==> src/rtl/rle_stream_decompressor.sv <==
// Run-length decoder: consumes {value, count} run words and packs the decoded
// bit stream MSB-first into OUT_W-bit words written at incrementing addresses.
module rle_stream_decompressor #(
   parameter int RUN_W    = 16,
   parameter int OUT_W    = 16,
   parameter int IMG_BITS = 16384,
   parameter int ADDR_W   = 10
) (
   input  logic              clk,
   input  logic              rst_n,
   input  logic              start,
   input  logic              run_valid,
   input  logic [RUN_W-1:0]  run_data,
   output logic              run_ready,
   output logic              wr_en,
   output logic [ADDR_W-1:0] wr_addr,
   output logic [OUT_W-1:0]  wr_data,
   output logic              busy,
   output logic              done,
   output logic              overflow_err
);

   localparam int REM_W  = RUN_W - 1;
   localparam int FILL_W = $clog2(OUT_W) + 1;
   localparam int TOT_W  = $clog2(IMG_BITS) + 1;
   localparam int CMP_W  = (REM_W > TOT_W) ? REM_W : TOT_W;

   localparam logic [FILL_W-1:0] OUT_C = FILL_W'(OUT_W);
   localparam logic [TOT_W-1:0]  IMG_C = TOT_W'(IMG_BITS);

   typedef enum logic [2:0] {IDLE, LOAD, EMIT, FLUSH, DONE} state_t;

   typedef struct packed {
      logic             value;
      logic [REM_W-1:0] count;
   } run_t;

   state_t            state, state_nxt;
   run_t              run_in;
   logic              run_val;
   logic [REM_W-1:0]  rem;
   logic [FILL_W-1:0] fill;
   logic [TOT_W-1:0]  total;
   logic [OUT_W-1:0]  word;
   logic [ADDR_W-1:0] addr;

   logic              load_xfer;
   logic [FILL_W-1:0] space;
   logic [TOT_W-1:0]  left;
   logic [CMP_W-1:0]  rem_c, space_c, left_c, n_c;
   logic [FILL_W-1:0] n, fill_nxt;
   logic [TOT_W-1:0]  total_nxt;
   logic [REM_W-1:0]  rem_nxt;
   logic [OUT_W-1:0]  ones, word_nxt;
   logic              word_full, img_full;

   assign run_in    = run_t'(run_data);
   assign load_xfer = run_valid && (state == LOAD);

   // Bits emitted this cycle: bounded by the run, the word and the image.
   assign space   = OUT_C - fill;
   assign left    = IMG_C - total;
   assign rem_c   = CMP_W'(rem);
   assign space_c = CMP_W'(space);
   assign left_c  = CMP_W'(left);

   always_comb begin
      n_c = rem_c;
      if (space_c < n_c) n_c = space_c;
      if (left_c < n_c)  n_c = left_c;
   end

   assign n         = FILL_W'(n_c);
   assign fill_nxt  = fill + n;
   assign total_nxt = total + TOT_W'(n);
   assign rem_nxt   = rem - REM_W'(n);
   assign ones      = run_val ? ~({OUT_W{1'b1}} << n) : '0;
   assign word_nxt  = (word << n) | ones;
   assign word_full = (fill_nxt == OUT_C);
   assign img_full  = (total_nxt == IMG_C);

   always_ff @(posedge clk or negedge rst_n) begin
      if (!rst_n) state <= IDLE;
      else        state <= state_nxt;
   end

   always_comb begin
      state_nxt = state;
      run_ready = 1'b0;
      busy      = 1'b0;
      done      = 1'b0;
      case (state)
         IDLE: if (start) state_nxt = LOAD;
         LOAD: begin
            run_ready = 1'b1;
            busy      = 1'b1;
            // Zero-count runs are swallowed without leaving LOAD.
            if (run_valid && run_in.count != '0) state_nxt = EMIT;
         end
         EMIT: begin
            busy = 1'b1;
            if (img_full)             state_nxt = FLUSH;
            else if (rem_nxt == '0)   state_nxt = LOAD;
         end
         FLUSH: begin
            busy = 1'b1;
            if (wr_en) state_nxt = DONE;
         end
         DONE: begin
            done      = 1'b1;
            state_nxt = IDLE;
         end
         default: state_nxt = IDLE;
      endcase
   end

   always_ff @(posedge clk or negedge rst_n) begin
      if (!rst_n) begin
         run_val      <= 1'b0;
         rem          <= '0;
         fill         <= '0;
         total        <= '0;
         word         <= '0;
         addr         <= '0;
         wr_en        <= 1'b0;
         wr_addr      <= '0;
         wr_data      <= '0;
         overflow_err <= 1'b0;
      end else begin
         wr_en <= 1'b0;
         case (state)
            IDLE: if (start) begin
               overflow_err <= 1'b0;
               addr         <= '0;
               fill         <= '0;
               total        <= '0;
               word         <= '0;
            end
            LOAD: if (load_xfer) begin
               run_val <= run_in.value;
               rem     <= run_in.count;
            end
            EMIT: begin
               rem   <= rem_nxt;
               total <= total_nxt;
               word  <= word_nxt;
               if (word_full) begin
                  wr_en   <= 1'b1;
                  wr_data <= word_nxt;
                  wr_addr <= addr;
                  addr    <= addr + ADDR_W'(1);
                  fill    <= '0;
               end else begin
                  fill <= fill_nxt;
               end
               // Image filled with run bits still pending: the excess is dropped.
               if (img_full && rem_nxt != '0) overflow_err <= 1'b1;
            end
            default: ;
         endcase
      end
   end

endmodule

==> config.mk <==
export PLATFORM = sky130hd
export DESIGN_NAME = rle_stream_decompressor
export DESIGN_NICKNAME = d
export VERILOG_FILES = /design/src/rtl/rle_stream_decompressor.sv
export SDC_FILE = /design/constraint.sdc
export NUM_CORES = 1
export LEC_CHECK = 0
export ABC_AREA = 1
export BUFFER_PORTS_ARGS = -buffer_cell sky130_fd_sc_hd__buf_2
export CORE_ASPECT_RATIO = 0.7
export CORE_UTILIZATION = 57
export CTS_BUF_LIST = sky130_fd_sc_hd__clkbuf_2
export DETAILED_ROUTE_END_ITERATION = 7
export GPL_TIMING_DRIVEN = 0
export PLACE_DENSITY = 0.76
export SYNTH_ARGS = -nofsm -noshare
export SYNTH_HDL_FRONTEND = slang
export SYNTH_SLANG_ARGS = --single-unit
==> constraint.sdc <==
create_clock -name clk -period 6.16 [get_ports clk]
set_input_delay 0.616 -clock clk [delete_from_list [all_inputs] [get_ports clk]]
set_output_delay 0.616 -clock clk [all_outputs]
set_load 0.02 [all_outputs]
==> results of run 1 <==
-- layer usage --
metal | part of all wire, % | wire length, µm
met5 | 0 | 0
met4 | 1.0 | 186
met3 | 9.6 | 1712
met2 | 40 | 7045
met1 | 50 | 8862
-- flip-flops by register name, summed over array words and instances, names as in the netlist, 3 cells and up --
| signal | cells |
|---|---|
| word | 16 |
| state | 3 |
| total | 15 |
| wr_data | 16 |
| addr | 10 |
| rem | 15 |
| fill | 5 |
| wr_addr | 10 |
-- cells in the mapped netlist, types with 2 or more instances --
cell type	n	share of area, %
sky130_fd_sc_hd__nand2_1	257	14
sky130_fd_sc_hd__nor4_1	7	0.65
sky130_fd_sc_hd__a221oi_1	2	0.26
sky130_fd_sc_hd__a21oi_1	20	1.5
sky130_fd_sc_hd__clkinv_1	2	0.11
sky130_fd_sc_hd__buf_1	3	0.17
sky130_fd_sc_hd__o21bai_1	2	0.22
sky130_fd_sc_hd__buf_2	4	0.30
sky130_fd_sc_hd__dfrtp_1	93	35
sky130_fd_sc_hd__nor2_1	62	3.5
sky130_fd_sc_hd__nor3_1	14	1.0
sky130_fd_sc_hd__inv_1	129	7.2
sky130_fd_sc_hd__o21ai_0	79	5.9
sky130_fd_sc_hd__nand4_1	19	1.8
sky130_fd_sc_hd__inv_2	6	0.34
sky130_fd_sc_hd__o221ai_1	7	0.92
sky130_fd_sc_hd__xnor2_1	3	0.39
sky130_fd_sc_hd__nand2_2	6	0.56
sky130_fd_sc_hd__o21ai_1	29	2.2
sky130_fd_sc_hd__o21ai_2	10	1.3
sky130_fd_sc_hd__o2111ai_1	2	0.26
sky130_fd_sc_hd__o211ai_1	9	1.0
sky130_fd_sc_hd__o22ai_1	18	1.7
sky130_fd_sc_hd__clkbuf_1	16	0.90
sky130_fd_sc_hd__buf_6	3	0.50
sky130_fd_sc_hd__xor2_1	36	4.7
sky130_fd_sc_hd__or2_1	2	0.19
sky130_fd_sc_hd__nor2_2	2	0.19
sky130_fd_sc_hd__nand3_1	70	5.2
sky130_fd_sc_hd__ha_1	26	4.9
sky130_fd_sc_hd__nand2_4	3	0.50
-- worst max-delay path: cells and delay by family, from the launching register on --
kind / cells / cell delay [ps]
flip-flops: 1 / 460
buffers and inverters: 6 / 650
adder cells (fa/ha/maj): 4 / 990
XOR/XNOR: 2 / 350
AO/OA/AOI/OAI: 5 / 980
AND/OR/NAND/NOR: 22 / 2370
-- what timing repair did --
action / 4_1_cts / 5_1_grt
pin swaps: 2 / 16
hold buffers: 1 / 0
hold endpoints to repair: 41 / 0
buffers inserted: 3 / 15
gates resized for setup: 14 / 44
setup endpoints to repair: 10 / 6
-- area by class of cell --
cell class              instances  share of cell area (%)
multi-input cells             707                   51.62
repair buffers                 69                   5.485
clock buffers                   9                  0.5877
flip-flops and latches         93                   30.36
clock inverters                 7                  0.8978
inverters                     138                   6.856
well taps                     153                   2.498
plain buffers                  23                   1.698
-- metrics by stage --
step	setup TNS, ps	setup slack [ps]	hold slack (ps)
5_1_grt	-224.1	-80.53	200.6
6_report	0	281.3	221.3
4_1_cts	0	26.55	183.4
3_3_place_gp	-5206	-1132	461.4
2_1_floorplan	0	48.72	320.4
3_5_place_dp	-5480	-1156	464.9
-- logic make-up after synthesis --
kind of cell / synth area share [%]
and+or+nand+nor: 28.93
other: 0.05601
DFF: 34.76
buffers and inverters: 9.755
xor gates and xnor gates: 5.102
adders and majority gates: 5.158
muxes: 0.1495
AOI/OAI and AO/OA: 16.09
-- path summary, 6_finish.rpt --
kind                                   startpoint                endpoint  slack (ps)
hold / removal                       run_data[11]     rem[11]$_DFFE_PN0P_         220
min in group asynchronous                   rst_n   total[13]$_DFFE_PN0P_         490
hold reg to reg            wr_addr[3]$_DFFE_PN0P_  wr_addr[3]$_DFFE_PN0P_         520
setup reg to reg             total[1]$_DFFE_PN0P_    state[0]$_DFFE_PN0P_         280
setup / recovery             total[1]$_DFFE_PN0P_    state[0]$_DFFE_PN0P_         280
max in group asynchronous                   rst_n     addr[9]$_DFFE_PN0P_        5010
==> results.sh, run 1 <==
export IMPL_die_w_um=131.5
export IMPL_netlist_instances=956
export IMPL_placedCellCount=1168
export IMPL_cts_tree="built"
export IMPL_n_antenna_cell=0
export IMPL_ctsHtreeMaxLevel=3
export IMPL_mostFrequentLayoutCells="sky130_fd_sc_hd__nand2_1, sky130_fd_sc_hd__inv_1, sky130_fd_sc_hd__dfrtp_1"
export IMPL_finalSetupViolCount=0
export IMPL_slew_viol_final=0
export IMPL_gpl_final_weighted_congestion=1.018
export IMPL_drt_antenna_net_count=0
export IMPL_post_route_util_pct=68.37
export IMPL_critical_path_slowest_cell="sky130_fd_sc_hd__dfrtp_1"
export IMPL_synth_cell_type_count=46
export IMPL_timing_fmax_mhz=170.1
export IMPL_first_iteration_detailed_routing_drc_count=552
export IMPL_timing_max_cap_violations=0
export IMPL_setup_worst_path_start_class="flop"
export IMPL_min_delay_path_depth=3
export IMPL_max_stage_delay_ps=460
export IMPL_timing_final_hold_violations=0
export IMPL_met2_usage_pct=40.96
export IMPL_numClockSinks=93
export IMPL_worst_setup_hold_path_clk_slew_ps=290
export IMPL_gr_usage_met3_pct=6.842
export IMPL_cts_buffer_depth=2
export IMPL_yosys_warnings=0
export IMPL_grt_pass1_vias=5745
export IMPL_status="complete, no violations"
export IMPL_multiInputGateArea_um2=3956
export IMPL_nets=1088
export IMPL_layout_commonest_cell="sky130_fd_sc_hd__nand2_1"
export IMPL_skew_ps=36.47
export IMPL_grt_overflow_total=0
export IMPL_clock_latency_ps=620
export IMPL_worst_r2r_cell_count=39
export IMPL_hpwlAfterDp_um=13360
export IMPL_post_drt_wl_per_cell_um=14.85
export IMPL_die_area_um2=12190
export IMPL_edff_count_synth=0
export IMPL_placed_cell_area_um2=7196
export IMPL_global_route_usage_total_pct=29.61
export IMPL_regArea_um2=2327
export IMPL_worst_hold_path_type="input port to flop"
export IMPL_cell_at_the_root_of_the_clock_tree="sky130_fd_sc_hd__clkbuf_2"
export IMPL_antenna_violations_before_repair=0
export IMPL_synth_seq_area_share_pct=34.76
export IMPL_synth_cell_area_um2=6695
export IMPL_place_port_buffers=49
export IMPL_grt_pass1_wl_um=28600
export IMPL_slew_headroom_pct=54.97
export IMPL_initial_utilization_pct=59.72
export IMPL_wl_um=17810
export IMPL_n_fill_cell=983
export IMPL_ys_seq_elements=93
export IMPL_p_r_area_growth_vs_syn_pct=14.48
export IMPL_drc=0
export IMPL_async_set_or_reset_flop_fraction_in_the_synthesized_netlist_pct=100.0
export IMPL_final_worst_path_cycle_share_pct=95.43
export IMPL_globalRouteMet1Util_pct=45.78
export IMPL_drt_pass1_iterations=8
export IMPL_global_route_peak_usage_layer="met1"
export IMPL_pin_count=51
export IMPL_core_rowCount=32
export IMPL_synth_flop_cell="sky130_fd_sc_hd__dfrtp_1"
export IMPL_arrival_ps=6440
export IMPL_final_cell_count_no_fill=1199
export IMPL_post_route_cell_area_um2=7665
export IMPL_fp_dieH_um=92.68
export IMPL_cp_common_cell="sky130_fd_sc_hd__nand2_1"
export IMPL_fp_coreArea_um2=11210
export IMPL_worstPathMaxFanout=25
export IMPL_period_needed_ps=5879
export IMPL_path_class="flop to flop"
export IMPL_pin_count_of_the_biggest_net_entering_global_routing=50
export IMPL_timing_critical_path_to_type="flop"
export IMPL_worst_endpoint_required_ps=6720
export IMPL_layout_drive_gt1_share_pct=15.39
export IMPL_syn_avg_cell_area_um2=7.003
export IMPL_routed_via_density=5.566
export IMPL_cts_inserted_buffers=9
export IMPL_worst_slew_pin_slew_ps=675.5
export IMPL_vias=6674
Power of run 1 is left out: the tool's default activity adds up to more than one toggle a clock period on the data nets, which glitch-free logic cannot reach.
==> inputs of run 2 (changes only) <==
Settings changed: CELL_PAD_IN_SITES_DETAIL_PLACEMENT set to 0, CELL_PAD_IN_SITES_GLOBAL_PLACEMENT set to 2, CORE_MARGIN set to 2, CORE_UTILIZATION 57 to 32, PLACE_DENSITY 0.76 to 0.75.
==> results.sh, run 2 (synthesis gave the netlist of run 1 again) <==
export IMPL_grt_overflow_total=0
export IMPL_timing_max_cap_violations=0
export IMPL_final_worst_path_cycle_share_pct=97.05
export IMPL_timing_final_hold_violations=0
export IMPL_mostFrequentLayoutCells="sky130_fd_sc_hd__nand2_1, sky130_fd_sc_hd__inv_1, sky130_fd_sc_hd__dfrtp_1"
export IMPL_layout_drive_gt1_share_pct=16.60
export IMPL_cts_buffer_depth=2
export IMPL_crit_reg_reg_endpoint="state[0]$_DFFE_PN0P_"
export IMPL_gpl_final_weighted_congestion=0.8591
export IMPL_global_route_usage_total_pct=19.63
export IMPL_pin_count=51
export IMPL_r2r_start="total[0]$_DFFE_PN0P_"
export IMPL_worst_setup_hold_path_clk_slew_ps=340
export IMPL_p_r_area_growth_vs_syn_pct=19.06
export IMPL_post_route_worst_setup_slack_ps=181.5
export IMPL_slew_viol_final=0
export IMPL_cts_tree="built"
export IMPL_fp_coreArea_um2=20640
export IMPL_timing_fmax_mhz=167.3
export IMPL_drc=0
export IMPL_slew_headroom_pct=47.76
export IMPL_place_port_buffers=49
export IMPL_die_w_um=176.9
export IMPL_min_delay_path_depth=3
export IMPL_worstPathMaxFanout=4
export IMPL_status="complete, no violations"
export IMPL_numClockSinks=93
export IMPL_antenna_violations_before_repair=1
export IMPL_final_cell_count_no_fill=1331
export IMPL_worst_hold_path_type="input port to flop"
export IMPL_period_needed_ps=5979
export IMPL_layout_top_registers="word: 16 flops, wr_data: 16 flops"
export IMPL_arrival_ps=6590
export IMPL_hpwlAfterDp_um=16140
export IMPL_fp_dieH_um=125.0
export IMPL_nets=1096
export IMPL_wl_um=20990
export IMPL_drt_pass1_iterations=5
export IMPL_skew_ps=60.57
export IMPL_r2r_slack_ps=180
export IMPL_pin_count_of_the_biggest_net_entering_global_routing=59
export IMPL_crit_cells=41
export IMPL_clock_latency_ps=660
export IMPL_die_area_um2=22110
export IMPL_cp_common_cell="sky130_fd_sc_hd__nand2_1"
export IMPL_post_route_util_pct=38.61
export IMPL_setup_worst_path_start_class="flop"
export IMPL_finalSetupViolCount=0
export IMPL_holdPathEnd="run_val$_DFFE_PN0P_"
export IMPL_post_drt_wl_per_cell_um=15.77
export IMPL_initial_utilization_pct=32.43
export IMPL_worstPathBufferInverterCount=8
export IMPL_ctsHtreeMaxLevel=3
export IMPL_grt_pass1_vias=6135
export IMPL_drt_antenna_net_count=0
export IMPL_worst_endpoint_required_ps=6770
export IMPL_placedCellCount=1291
export IMPL_path_class="flop to flop"
export IMPL_hold_start="run_data[15]"
export IMPL_grt_pass1_wl_um=34160
export IMPL_post_place_ws_ps=-1569
export IMPL_timing_critical_path_to_type="flop"
export IMPL_worst_r2r_cell_count=41
export IMPL_layout_commonest_cell="sky130_fd_sc_hd__nand2_1"
export IMPL_critical_path_slowest_cell="sky130_fd_sc_hd__dfrtp_1"
export IMPL_cts_inserted_buffers=9
export IMPL_cell_at_the_root_of_the_clock_tree="sky130_fd_sc_hd__clkbuf_2"
export IMPL_core_rowCount=44
export IMPL_worst_slew_pin_slew_ps=783.5
export IMPL_grt_setup_unrepaired="true"
export IMPL_worst_path_dominant_cell_family="simple AND/OR/NAND/NOR gates"
export IMPL_routed_via_density=4.884
export IMPL_setup_tns_final_ps=0
export IMPL_vias=6500
export IMPL_first_iteration_detailed_routing_drc_count=500
export IMPL_max_stage_delay_ps=470
run 2: layout make-up:
cell class,count,area (µm²)
repair buffers,77,509.2
well taps,276,345.3
plain buffers,23,130.1
clock inverters,7,80.08
multi-input cells,707,4008
inverters,138,524.3
diodes,1,2.502
flip-flops and latches,93,2327
clock buffers,9,45.04
fillers,2272,12670
run 2: worst reg2reg max path, delay by kind of cell (launching register included):
family                     cells  cell delay [ps]
buffers and inverters          8              800
AOI/OAI and AO/OA              5             1060
DFF                            1              470
xor gates and xnor gates       2              310
adders and majority gates      3              760
and+or+nand+nor               23             2590
run 2: what timing repair did:
item                                    4_1_cts  5_1_grt
hold endpoints to repair                     35        0
hold buffers                                  1        0
gates cloned                                  0        1
resized for setup                            17       54
endpoints found under the setup margin       49       40
setup buffers                                 6       19
pin swaps                                     3       28
run 2: metrics by stage:
stage          instance area, µm²  hold slack (ps)
3_3_place_gp                 7320            461.0
3_5_place_dp                 7350            463.6
2_1_floorplan                6729            320.4
5_1_grt                      7971            152.7
6_report                     7971            193.9
4_1_cts                      7571            125.7
run 2: worst max path at each step:
| stage | startpoint | endpoint | slack [ps] |
|---|---|---|---|
| final | total[0]$_DFFE_PN0P_ | state[0]$_DFFE_PN0P_ | 180 |
| after global routing | total[1]$_DFFE_PN0P_ | state[0]$_DFFE_PN0P_ | -260 |
| after CTS | total[0]$_DFFE_PN0P_ | state[1]$_DFFE_PN0P_ | 2 |
| after detailed placement | total[1]$_DFFE_PN0P_ | state[1]$_DFFE_PN0P_ | -1570 |
| after global placement | total[1]$_DFFE_PN0P_ | state[1]$_DFFE_PN0P_ | -1620 |
| after floorplan | total[1]$_DFFE_PN0P_ | state[1]$_DFFE_PN0P_ | 50 |
run 2: metal layers:
metal / vias up / global-route usage [%] / share of wire (%)
li1: 3327 / - / -
met1: 3041 / 33.08 / 57
met2: 126 / 25.62 / 38
met3: 6 / 3.285 / 4.3
met4: 0 / 3.063 / 0.47
met5: - / 0 / 0
Power of run 2 is left out for the same reason.
